**config.mk**
```make
export PLATFORM = sky130hd
export DESIGN_NAME = rds_block_sync
export DESIGN_NICKNAME = d
export VERILOG_FILES = /design/src/rtl/rds_block_sync.sv
export SDC_FILE = /design/constraint.sdc
export NUM_CORES = 1
export LEC_CHECK = 0
export BUFFER_PORTS_ARGS = -buffer_cell sky130_fd_sc_hd__buf_4
export CAP_MARGIN = 20
export CORE_MARGIN = 2
export CORE_UTILIZATION = 30
export CTS_BUF_LIST = sky130_fd_sc_hd__clkbuf_4
export DETAILED_ROUTE_END_ITERATION = 10
export PLACE_DENSITY = 0.56
export SYNTH_ARGS = -nofsm -noshare
export SYNTH_HDL_FRONTEND = slang
export SYNTH_SLANG_ARGS = --single-unit
```
**constraint.sdc**
```tcl
create_clock -name clk -period 4.9 [get_ports clk]
set_input_delay 0 -clock clk [delete_from_list [all_inputs] [get_ports clk]]
set_output_delay 0 -clock clk [all_outputs]
set_load 0.01 [all_outputs]
```
**src/rtl/rds_block_sync.sv**
```systemverilog
// rds_block_sync: receive-side RDS block synchronizer and group assembler.
// Finds 26-bit block boundaries from the offset-word checkwords, reports each
// block once locked, and emits complete error-free A/B/C(C')/D groups.
module rds_block_sync #(
    parameter int unsigned MAX_BAD = 8
) (
    input  logic        clk,
    input  logic        rst_n,
    input  logic        bit_in,
    input  logic        bit_valid,
    output logic [15:0] block_data,
    output logic [2:0]  block_offset,
    output logic        block_valid,
    output logic        block_err,
    output logic        synced,
    output logic [15:0] group_a,
    output logic [15:0] group_b,
    output logic [15:0] group_c,
    output logic [15:0] group_d,
    output logic        group_valid
);

    typedef enum logic [1:0] {ST_SEARCH, ST_PRESYNC, ST_SYNC} state_e;
    typedef enum logic [1:0] {POS_A, POS_B, POS_C, POS_D} pos_e;

    localparam logic [9:0] OFS_A  = 10'h0FC;
    localparam logic [9:0] OFS_B  = 10'h198;
    localparam logic [9:0] OFS_C  = 10'h168;
    localparam logic [9:0] OFS_CP = 10'h350;
    localparam logic [9:0] OFS_D  = 10'h1B4;

    localparam logic [2:0] CODE_A  = 3'd0;
    localparam logic [2:0] CODE_B  = 3'd1;
    localparam logic [2:0] CODE_C  = 3'd2;
    localparam logic [2:0] CODE_CP = 3'd3;
    localparam logic [2:0] CODE_D  = 3'd4;

    localparam logic [4:0] BIT_LAST  = 5'd25;
    localparam logic [3:0] MAX_BAD_C = 4'(MAX_BAD);

    // (d * x^10) mod g(x), g = x^10+x^8+x^7+x^5+x^4+x^3+1, bit-serial LFSR unrolled
    function automatic logic [9:0] crc10(input logic [15:0] d);
        logic [9:0] r;
        logic       fb;
        r = '0;
        for (int unsigned i = 0; i < 16; i++) begin
            fb = d[15 - i] ^ r[9];
            r  = {r[8:0], 1'b0};
            if (fb) begin
                r = r ^ 10'h1B9;
            end
        end
        return r;
    endfunction

    function automatic pos_e next_pos(input pos_e p);
        return pos_e'(p + 2'd1);
    endfunction

    // Only 25 bits are stored: the oldest window bit is shifted out before it
    // could ever be observed, so the full 26-bit window exists only as sr_next.
    state_e      state_q, state_d;
    logic [24:0] sr_q, sr_d;
    logic [4:0]  cnt_q, cnt_d;
    pos_e        expected_q, expected_d;
    logic [3:0]  bad_cnt_q, bad_cnt_d;
    logic        group_ok_q, group_ok_d;
    logic [15:0] word_a_q, word_a_d;
    logic [15:0] word_b_q, word_b_d;
    logic [15:0] word_c_q, word_c_d;

    logic [15:0] block_data_q, block_data_d;
    logic [2:0]  block_offset_q, block_offset_d;
    logic        block_valid_q, block_valid_d;
    logic        block_err_q, block_err_d;
    logic        synced_q, synced_d;
    logic [15:0] group_a_q, group_a_d;
    logic [15:0] group_b_q, group_b_d;
    logic [15:0] group_c_q, group_c_d;
    logic [15:0] group_d_q, group_d_d;
    logic        group_valid_q, group_valid_d;

    logic [25:0] sr_next;
    logic [9:0]  syndrome;
    logic        m_a, m_b, m_c, m_cp, m_d;
    logic        any_match;
    pos_e        matched_pos;
    logic        exp_match;
    logic [2:0]  exp_code;
    logic        at_boundary;
    logic        report;

    // Checkword evaluation of the window as it will be after this strobe
    always_comb begin
        sr_next     = {sr_q, bit_in};
        syndrome    = crc10(sr_next[25:10]) ^ sr_next[9:0];
        m_a         = (syndrome == OFS_A);
        m_b         = (syndrome == OFS_B);
        m_c         = (syndrome == OFS_C);
        m_cp        = (syndrome == OFS_CP);
        m_d         = (syndrome == OFS_D);
        any_match   = m_a | m_b | m_c | m_cp | m_d;
        matched_pos = POS_D;
        if (m_a) begin
            matched_pos = POS_A;
        end else if (m_b) begin
            matched_pos = POS_B;
        end else if (m_c | m_cp) begin
            matched_pos = POS_C;
        end
        exp_match = 1'b0;
        exp_code  = CODE_A;
        case (expected_q)
            POS_A: begin exp_match = m_a;        exp_code = CODE_A; end
            POS_B: begin exp_match = m_b;        exp_code = CODE_B; end
            POS_C: begin exp_match = m_c | m_cp; exp_code = m_cp ? CODE_CP : CODE_C; end
            POS_D: begin exp_match = m_d;        exp_code = CODE_D; end
            default: ;
        endcase
        at_boundary = bit_valid && (cnt_q == BIT_LAST);
        report      = at_boundary &&
                      ((state_q == ST_SYNC) || ((state_q == ST_PRESYNC) && exp_match));
    end

    // State register: all flops, synchronous active-low reset
    always_ff @(posedge clk) begin
        if (!rst_n) begin
            state_q        <= ST_SEARCH;
            sr_q           <= '0;
            cnt_q          <= '0;
            expected_q     <= POS_A;
            bad_cnt_q      <= '0;
            group_ok_q     <= 1'b0;
            word_a_q       <= '0;
            word_b_q       <= '0;
            word_c_q       <= '0;
            block_data_q   <= '0;
            block_offset_q <= '0;
            block_valid_q  <= 1'b0;
            block_err_q    <= 1'b0;
            synced_q       <= 1'b0;
            group_a_q      <= '0;
            group_b_q      <= '0;
            group_c_q      <= '0;
            group_d_q      <= '0;
            group_valid_q  <= 1'b0;
        end else begin
            state_q        <= state_d;
            sr_q           <= sr_d;
            cnt_q          <= cnt_d;
            expected_q     <= expected_d;
            bad_cnt_q      <= bad_cnt_d;
            group_ok_q     <= group_ok_d;
            word_a_q       <= word_a_d;
            word_b_q       <= word_b_d;
            word_c_q       <= word_c_d;
            block_data_q   <= block_data_d;
            block_offset_q <= block_offset_d;
            block_valid_q  <= block_valid_d;
            block_err_q    <= block_err_d;
            synced_q       <= synced_d;
            group_a_q      <= group_a_d;
            group_b_q      <= group_b_d;
            group_c_q      <= group_c_d;
            group_d_q      <= group_d_d;
            group_valid_q  <= group_valid_d;
        end
    end

    // Next-state: SEARCH/PRESYNC/SYNC transitions, bit counter and expected offset
    always_comb begin
        state_d    = state_q;
        sr_d       = sr_q;
        cnt_d      = cnt_q;
        expected_d = expected_q;
        bad_cnt_d  = bad_cnt_q;
        if (bit_valid) begin
            sr_d = sr_next[24:0];
        end
        case (state_q)
            ST_SEARCH: begin
                if (bit_valid && any_match) begin
                    state_d    = ST_PRESYNC;
                    cnt_d      = '0;
                    expected_d = next_pos(matched_pos);
                end
            end
            ST_PRESYNC: begin
                if (at_boundary) begin
                    cnt_d = '0;
                    if (exp_match) begin
                        state_d    = ST_SYNC;
                        bad_cnt_d  = '0;
                        expected_d = next_pos(expected_q);
                    end else begin
                        state_d = ST_SEARCH;
                    end
                end else if (bit_valid) begin
                    cnt_d = cnt_q + 5'd1;
                end
            end
            ST_SYNC: begin
                if (at_boundary) begin
                    cnt_d      = '0;
                    expected_d = next_pos(expected_q);
                    if (exp_match) begin
                        bad_cnt_d = '0;
                    end else begin
                        bad_cnt_d = bad_cnt_q + 4'd1;
                        if (bad_cnt_d == MAX_BAD_C) begin
                            state_d = ST_SEARCH;
                        end
                    end
                end else if (bit_valid) begin
                    cnt_d = cnt_q + 5'd1;
                end
            end
            default: state_d = ST_SEARCH;
        endcase
    end

    // Outputs: block reports, sync flag and group assembly
    always_comb begin
        block_data_d   = block_data_q;
        block_offset_d = block_offset_q;
        block_err_d    = block_err_q;
        block_valid_d  = 1'b0;
        synced_d       = (state_d == ST_SYNC);
        group_ok_d     = group_ok_q;
        word_a_d       = word_a_q;
        word_b_d       = word_b_q;
        word_c_d       = word_c_q;
        group_a_d      = group_a_q;
        group_b_d      = group_b_q;
        group_c_d      = group_c_q;
        group_d_d      = group_d_q;
        group_valid_d  = 1'b0;
        if (report) begin
            block_valid_d  = 1'b1;
            block_data_d   = sr_next[25:10];
            block_offset_d = exp_code;
            block_err_d    = ~exp_match;
        end
        if (report && (state_q == ST_PRESYNC)) begin
            // the acquiring group never started with an A seen in SYNC
            group_ok_d = 1'b0;
        end
        if (report && (state_q == ST_SYNC)) begin
            case (expected_q)
                POS_A: begin group_ok_d = exp_match;              word_a_d = sr_next[25:10]; end
                POS_B: begin group_ok_d = group_ok_q & exp_match; word_b_d = sr_next[25:10]; end
                POS_C: begin group_ok_d = group_ok_q & exp_match; word_c_d = sr_next[25:10]; end
                POS_D: begin
                    group_ok_d = group_ok_q & exp_match;
                    if (group_ok_q && exp_match) begin
                        group_valid_d = 1'b1;
                        group_a_d     = word_a_q;
                        group_b_d     = word_b_q;
                        group_c_d     = word_c_q;
                        group_d_d     = sr_next[25:10];
                    end
                end
                default: ;
            endcase
        end
    end

    assign block_data   = block_data_q;
    assign block_offset = block_offset_q;
    assign block_valid  = block_valid_q;
    assign block_err    = block_err_q;
    assign synced       = synced_q;
    assign group_a      = group_a_q;
    assign group_b      = group_b_q;
    assign group_c      = group_c_q;
    assign group_d      = group_d_q;
    assign group_valid  = group_valid_q;

endmodule

```
# Yosys cells after proc, flatten, opt, wreduce, memory -nomap -nowiden

Index checks and enable logic that the tools add are counted.
Widths: inputs -> output; s select.

Register bits after elaboration: 174
Bits in latches: 0
Memory bits (writable): 0
Memory bits (read-only): 0
Input port bits: 4
Output and inout bits: 87
Word-level logic and storage cells: 151
Memories kept: 0

Add/subtract/negate cells: 4
Multiply operators: 0
Divide/modulo/power cells: 0
Order comparisons: 0
Eq/ne operators: 18
Shifts and indexed selects: 0
Mux-type cells: 48
Bitwise operators: 38
Reduce and logical (&&, ||, !) cells: 24

Operator list:

| kind                 | count |
|---|---|
| $mux 9               | 16 |
| $not 6->6            | 15 |
| $eq 10x9->1 const B  | 3 |
| $mux 2               | 12 |
| $mux 4               | 4 |
| $mux 5               | 3 |
| $xor 1x1->1          | 14 |
| $pmux 2 s3           | 2 |
| $pmux 3 s4           | 1 |
| $eq 10x10->1 const B | 1 |
| $eq 10x8->1 const B  | 1 |
| $pmux 5 s2           | 1 |
| $xor 10x10->10       | 1 |
| $reduce_and 3->1     | 3 |
| $eq 2x2->1 const B   | 4 |
| $ne 2x2->1 const B   | 4 |
| $pmux 4 s2           | 1 |
| $logic_and 1x1->1    | 7 |
| $mux 1               | 6 |
| $reduce_and 2->1     | 3 |
| $reduce_bool 2->1    | 3 |
| $add 5x1->5 const B  | 1 |
| $eq 5x5->1 const B   | 1 |
| $or 1x1->1           | 5 |
| other kinds (17)     | 20 |

# Depth between registers and ports, before layout

Depth in word-level cells: 41
Mapped depth: 13
Depth with buffers taken out: 11

# Least setup slack after synthesis

No wires, ideal clock.

Path kind: flip-flop to flip-flop
From: register sr_q[16]
To: register cnt_q[4]
Library setup time: 0.117 ns
Arrival time: 3.438 ns
Data required time: 4.783 ns
Slack: 1.344 ns
Cell stages (with the launch flop): 13
Buffers on the path: 1
Clock period less this slack: 3.556 ns
Cells stage by stage: dfxtp_1 buf_6 xor3_2 xnor2_4 xnor3_1 or3_1 a21o_1 a211o_1 o21ba_4 o31ai_2 a221oi_4 o21ai_1 a32o_1

Word-level cells in the longest chain between the ends: 22
Elaborated cells between the ends (all ways): 35
Those cells by class: 6 x eq/ne; 8 x mux; 19 x bitwise; 2 x reduce/logical

RTL lines:

| item                                                     | line   | RTL |
|---|---|---|
| start: declaration                                       | 63     | `logic [24:0] sr_q, sr_d;` |
| start signal: assignment                                 | 149    | `sr_q <= sr_d;` |
| $xor 1x1->1 (*)                                          | 47     | `fb = d[15 - i] ^ r[9];` |
| $mux 9 (*)                                               | 49     | `if (fb) begin` |
| $not 6->6 (no source line), or another cell as far along | -      |  |
| $mux 9 / $not 6->6 (equally long branches)               | -      |  |
| $not 6->6 (no source line), or another cell as far along | -      |  |
| $mux 9 / $not 6->6 (equally long branches) (2 in a row)  | -      |  |
| $not 6->6 (no source line), or another cell as far along | -      |  |
| $mux 9 / $not 6->6 (equally long branches)               | -      |  |
| [3 not listed]                                           | -      |  |
| $mux 9                                                   | 49     |  |
| $xor 10x10->10 (*)                                       | 96     | `syndrome = crc10(sr_next[25:10]) ^ sr_next[9:0];` |
| $eq 10x8->1 / $eq 10x9->1 (equally long branches)        | 97, 98 |  |
| $or 1x1->1 (3 in a row)                                  | 102    | `any_match = m_a \| m_b \| m_c \| m_cp \| m_d;` |
| $or 1x1->1 (*)                                           | 102    |  |
| $logic_and 1x1->1 (*)                                    | 182    | `if (bit_valid && any_match) begin` |
| $ne 2x2->1 (no source line) (*)                          | -      |  |
| $reduce_and 3->1 (no source line) (*)                    | -      |  |
| end signal: assignment                                   | 150    | `cnt_q <= cnt_d;` |
| end: declaration                                         | 64     | `logic [4:0] cnt_q, cnt_d;` |

Every way passes the cells marked *; elsewhere a longest branch is shown, timed or not.
A chain may end at the register's enable or synchronous reset.

# Worst setup path after layout

From: register sr_q[19]
To: register group_ok_q

Word-level cells in the longest chain between the ends: 27
Elaborated cells between the ends (all ways): 48
Those cells by class: 5 x eq/ne; 14 x mux; 23 x bitwise; 6 x reduce/logical

RTL lines:

| item                                                             | line    | RTL |
|---|---|---|
| $xor 1x1->1 (*)                                                  | 47      |  |
| $mux 9 (*)                                                       | 49      |  |
| $not 6->6 (no source line) / $mux 9 (equally long branches)      | -       |  |
| $mux 9 / $not 6->6 (equally long branches)                       | -       |  |
| $not 6->6 (no source line) / $mux 9 (equally long branches)      | -       |  |
| $mux 9 / $not 6->6 (equally long branches)                       | -       |  |
| $mux 9                                                           | 49      |  |
| $not 6->6 (no source line) / $xor 1x1->1 (equally long branches) | -       |  |
| [7 not listed]                                                   | -       |  |
| $not 6->6 (no source line) / $mux 9 (equally long branches)      | -       |  |
| $mux 9 / $not 6->6 (equally long branches)                       | -       |  |
| $mux 9                                                           | 49      |  |
| $xor 10x10->10 (*)                                               | 96      |  |
| $eq 10x9->1 / $eq 10x10->1 (equally long branches)               | 99, 100 |  |
| $or 1x1->1                                                       | 116     | `POS_C: begin exp_match = m_c \| m_cp; exp_code = m_cp ? CODE_CP : CODE_C; end` |
| $pmux 1 s4 (*)                                                   | 113     | `case (expected_q)` |
| branches (longest 5 deep; another with $pmux 1 s2)               | -       |  |
| end signal: assignment                                           | 153     | `group_ok_q <= group_ok_d;` |
| end: declaration                                                 | 67      | `logic group_ok_q, group_ok_d;` |

Mark *: on every way between the ends.

==> metrics.txt <==
Starting Density 0.305; CTS tree done; Reg-to-Reg Start sr_q[19]; Post-synth EDFFs 0; final hold vios 0; R2R Setup Slk 730 ps; Residual DRC 0; number of buffers created by CTS 17; slew of the pin with the lowest slew margin 1000 ps; Critical Path AT 4650 ps; vias in the first global route 5944; DR pass1 iterations 4; # nets final 1005; average wire per standard cell 15.7 microns; clock-pin transition on the worst setup and hold timing paths 170 ps; CP max-delay cell dfxtp_1; CTS max path bufs 2; Netlist cell types 69; post-synthesis sequential area ratio 0.423; Ports 91; final WL 21200 microns; first-pass GRT wire length 33200 microns; die area 28800 sq um; post-route minimum period 4170 ps; Non-Filler Instances 1348; CP Data Required Time 5370 ps; worst-path maximum fanout 41; Mapped Area 8230 sq um; clock sink count 174; post-synthesis register bit count 174; Peak VDD IR 0.000143 V; initial detailed-routing violation count 392; Core Region 27000 sq um; initial antenna violation count 0; GRT Total Usage 0.148; hold wc startpoint word_a_q[10]; CP peak stage delay 670 ps; Setup crit end kind flip-flop; Antenna Diode Count 0; P&R area growth vs syn 16.0%; largest net degree at the start of global routing 120; Overall Power 2.34 mW; syn_nets 938; GRT overflow 0; final slew viol count 0; Fillers 2783; fmax 240 MHz; synth warn 0; Setup CP Type flip-flop to flip-flop; WHS Path Cells 2; routed via count 6373; Tcrit/Tclk final 0.851; Avg Inst Size Synth 8.88 sq um; Final Instance Area 9550 sq um; DP Area 9200 sq um; CP cell instances xnor3_1 -> xor2_1 -> xor3_1 -> nor3_1 -> o21ai_1 -> a211o_1 -> nor3_1 -> o31ai_4 -> o21ai_2 -> buf_4 -> o21ai_0 -> o211a_1; DPL Wire Length 14400 microns; worst min-delay path class flip-flop to flip-flop; depth of the CTS H-tree 4; Max-Cap Viols 0; startpoint types flip-flop; worst-skew pair later-pin latency 600 ps; P_leak 3.52 nW; FF-to-FF path depth 12; CTS root buf clkbuf_4; RSZ-0062 raised after global routing false; Worst path most repeated cell nor3_1; PwrDens 245 nW/um^2; Die W 170 microns; Post-Synthesis Cells 927; placed insts 1311; status finished, final reports clean; Slew HR 0.331; Die Y-Extent 170 microns; Clock Skew 40.5 ps; Post-synth ARST share 0; IO Port Bufs 90; num rows 60; RD Place Congestion 0.895; r2r endpoint group_ok_q; hold endpoint group_a[10]; antenna-violating nets left 0; setup TNS 0 ps; routed vias/inst 4.73; ratio of cells with drive above 1 in the final layout 0.159; final setup violating endpoints 0; Synth Flop Type dfxtp_1; Setup Fix Bufs, Post-CTS 0
[how the worst max path moves through the flow]
stage               startpoint          to  slack (ps)  cells after the start
global placement      sr_q[19]  group_ok_q         820                     12
CTS                   sr_q[19]  group_ok_q         700                     12
finish                sr_q[19]  group_ok_q         730                     12
detailed placement    sr_q[19]  group_ok_q         730                     12
global route          sr_q[14]  group_ok_q         390                     12
floorplan             sr_q[16]    cnt_q[4]        1340                     12
[layout by cell type, fill, tap and decap left out, types with 3 or more instances in the layout]
master	n
o21ai_1	15
clkbuf_4	17
inv_8	4
xnor3_1	13
o211a_1	3
xor2_1	10
nand3_1	32
a211o_1	4
o21ai_0	11
inv_6	4
dfxtp_1	174
a21boi_0	113
ha_1	7
o22ai_1	4
nor2_1	17
nand2_1	259
or3_1	6
inv_1	10
dlygate4sd3_1	5
nor3_1	9
xnor2_1	34
nor2b_1	31
nand2b_1	7
and3_1	4
a211oi_1	3
and2_1	7
buf_4	108
xor3_1	4
a21oi_1	5
mux2i_1	33
nand4_1	3
[state kept, by name, summed over array words and instances (netlist names), 4 cells and up]
register and count:
sr_q 25, word_b_q 16, cnt_q 5, bad_cnt_q 4
block_data 16, group_d 16, group_c 16, word_a_q 16
group_a 16, group_b 16, word_c_q 16
[per-stage QoR]
| step | hold WS, ps | util | worst slack [ps] |
|---|---|---|---|
| finish | 459 | 0.354 | 729 |
| global route | 479 | 0.354 | 388 |
| CTS | 453 | 0.354 | 704 |
| detailed placement | 324 | 0.341 | 734 |
| global placement | 307 | 0.341 | 819 |
| floorplan | 170 | - | 1340 |
[synthesized netlist by cell type (all sizes together), types with 5 or more instances]
cell type,instances,share of area
nand2,259,0.12
dfxtp,174,0.42
a21boi,114,0.10
clkbuf,39,0.018
xnor2,36,0.042
mux2i,33,0.040
nand3,32,0.019
nor2b,31,0.024
buf,27,0.017
o21ai,27,0.017
nor2,17,0.0078
xnor3,14,0.038
inv,11,0.0050
xor2,11,0.014
nor3,9,0.0055
and2,7,0.0053
ha,7,0.011
nand2b,7,0.0053
or3,6,0.0046
a21oi,5,0.0030
and3,5,0.0044
xor3,5,0.015
[report_power, final]
group	leakage, nW	internal (mW)	switching, mW	total, mW
logic	1.96	0.0271	0.0323	0.0594
clock network	0.154	0.279	0.583	0.861
registers	1.40	1.42	0.00126	1.42
total	3.52	1.72	0.616	2.34
[layer usage]
layer,vias to the layer above,wire [microns],global-route usage
met1,3013,9990,0.195
met3,16,878,0.0306
met5,-,0,0
met2,107,10100,0.248
li1,3237,-,-
met4,0,197,0.0338
[logic make-up (layout without fill, tap and decap cells)]
logic type,Yosys count,in the layout,share of synthesized area
AND/OR/NAND/NOR,383,383,0.204
AO/OA/AOI/OAI,186,186,0.172
flip-flops,174,174,0.423
buffers and inverters,77,157,0.0401
XOR/XNOR,66,66,0.109
multiplexers,34,34,0.0415
adder cells (fa/ha/maj),7,7,0.0106
[repair_timing]
item,in CTS,in global routing
endpoints found under the hold margin,65,0
gates resized for setup,0,0
hold buffers,5,0
[final cells by class]
type	count	area [sq um]	area share
clock buffers	17	128	0.0134
flip-flops and latches	174	3480	0.365
inverters	11	41.3	0.00432
well taps	341	427	0.0447
repair buffers	114	881	0.0923
multi-input cells	676	4420	0.463
clock inverters	15	170	0.0178
[critical path, delay by kind of cell, from the launching register on]
family          cells  cell delay, ps
compound gates      6            1150
xor+xnor            3            1370
flops               1             670
simple gates        2             520
buf+inv             1             360
Note: power is estimated with default switching activity, not from simulation.
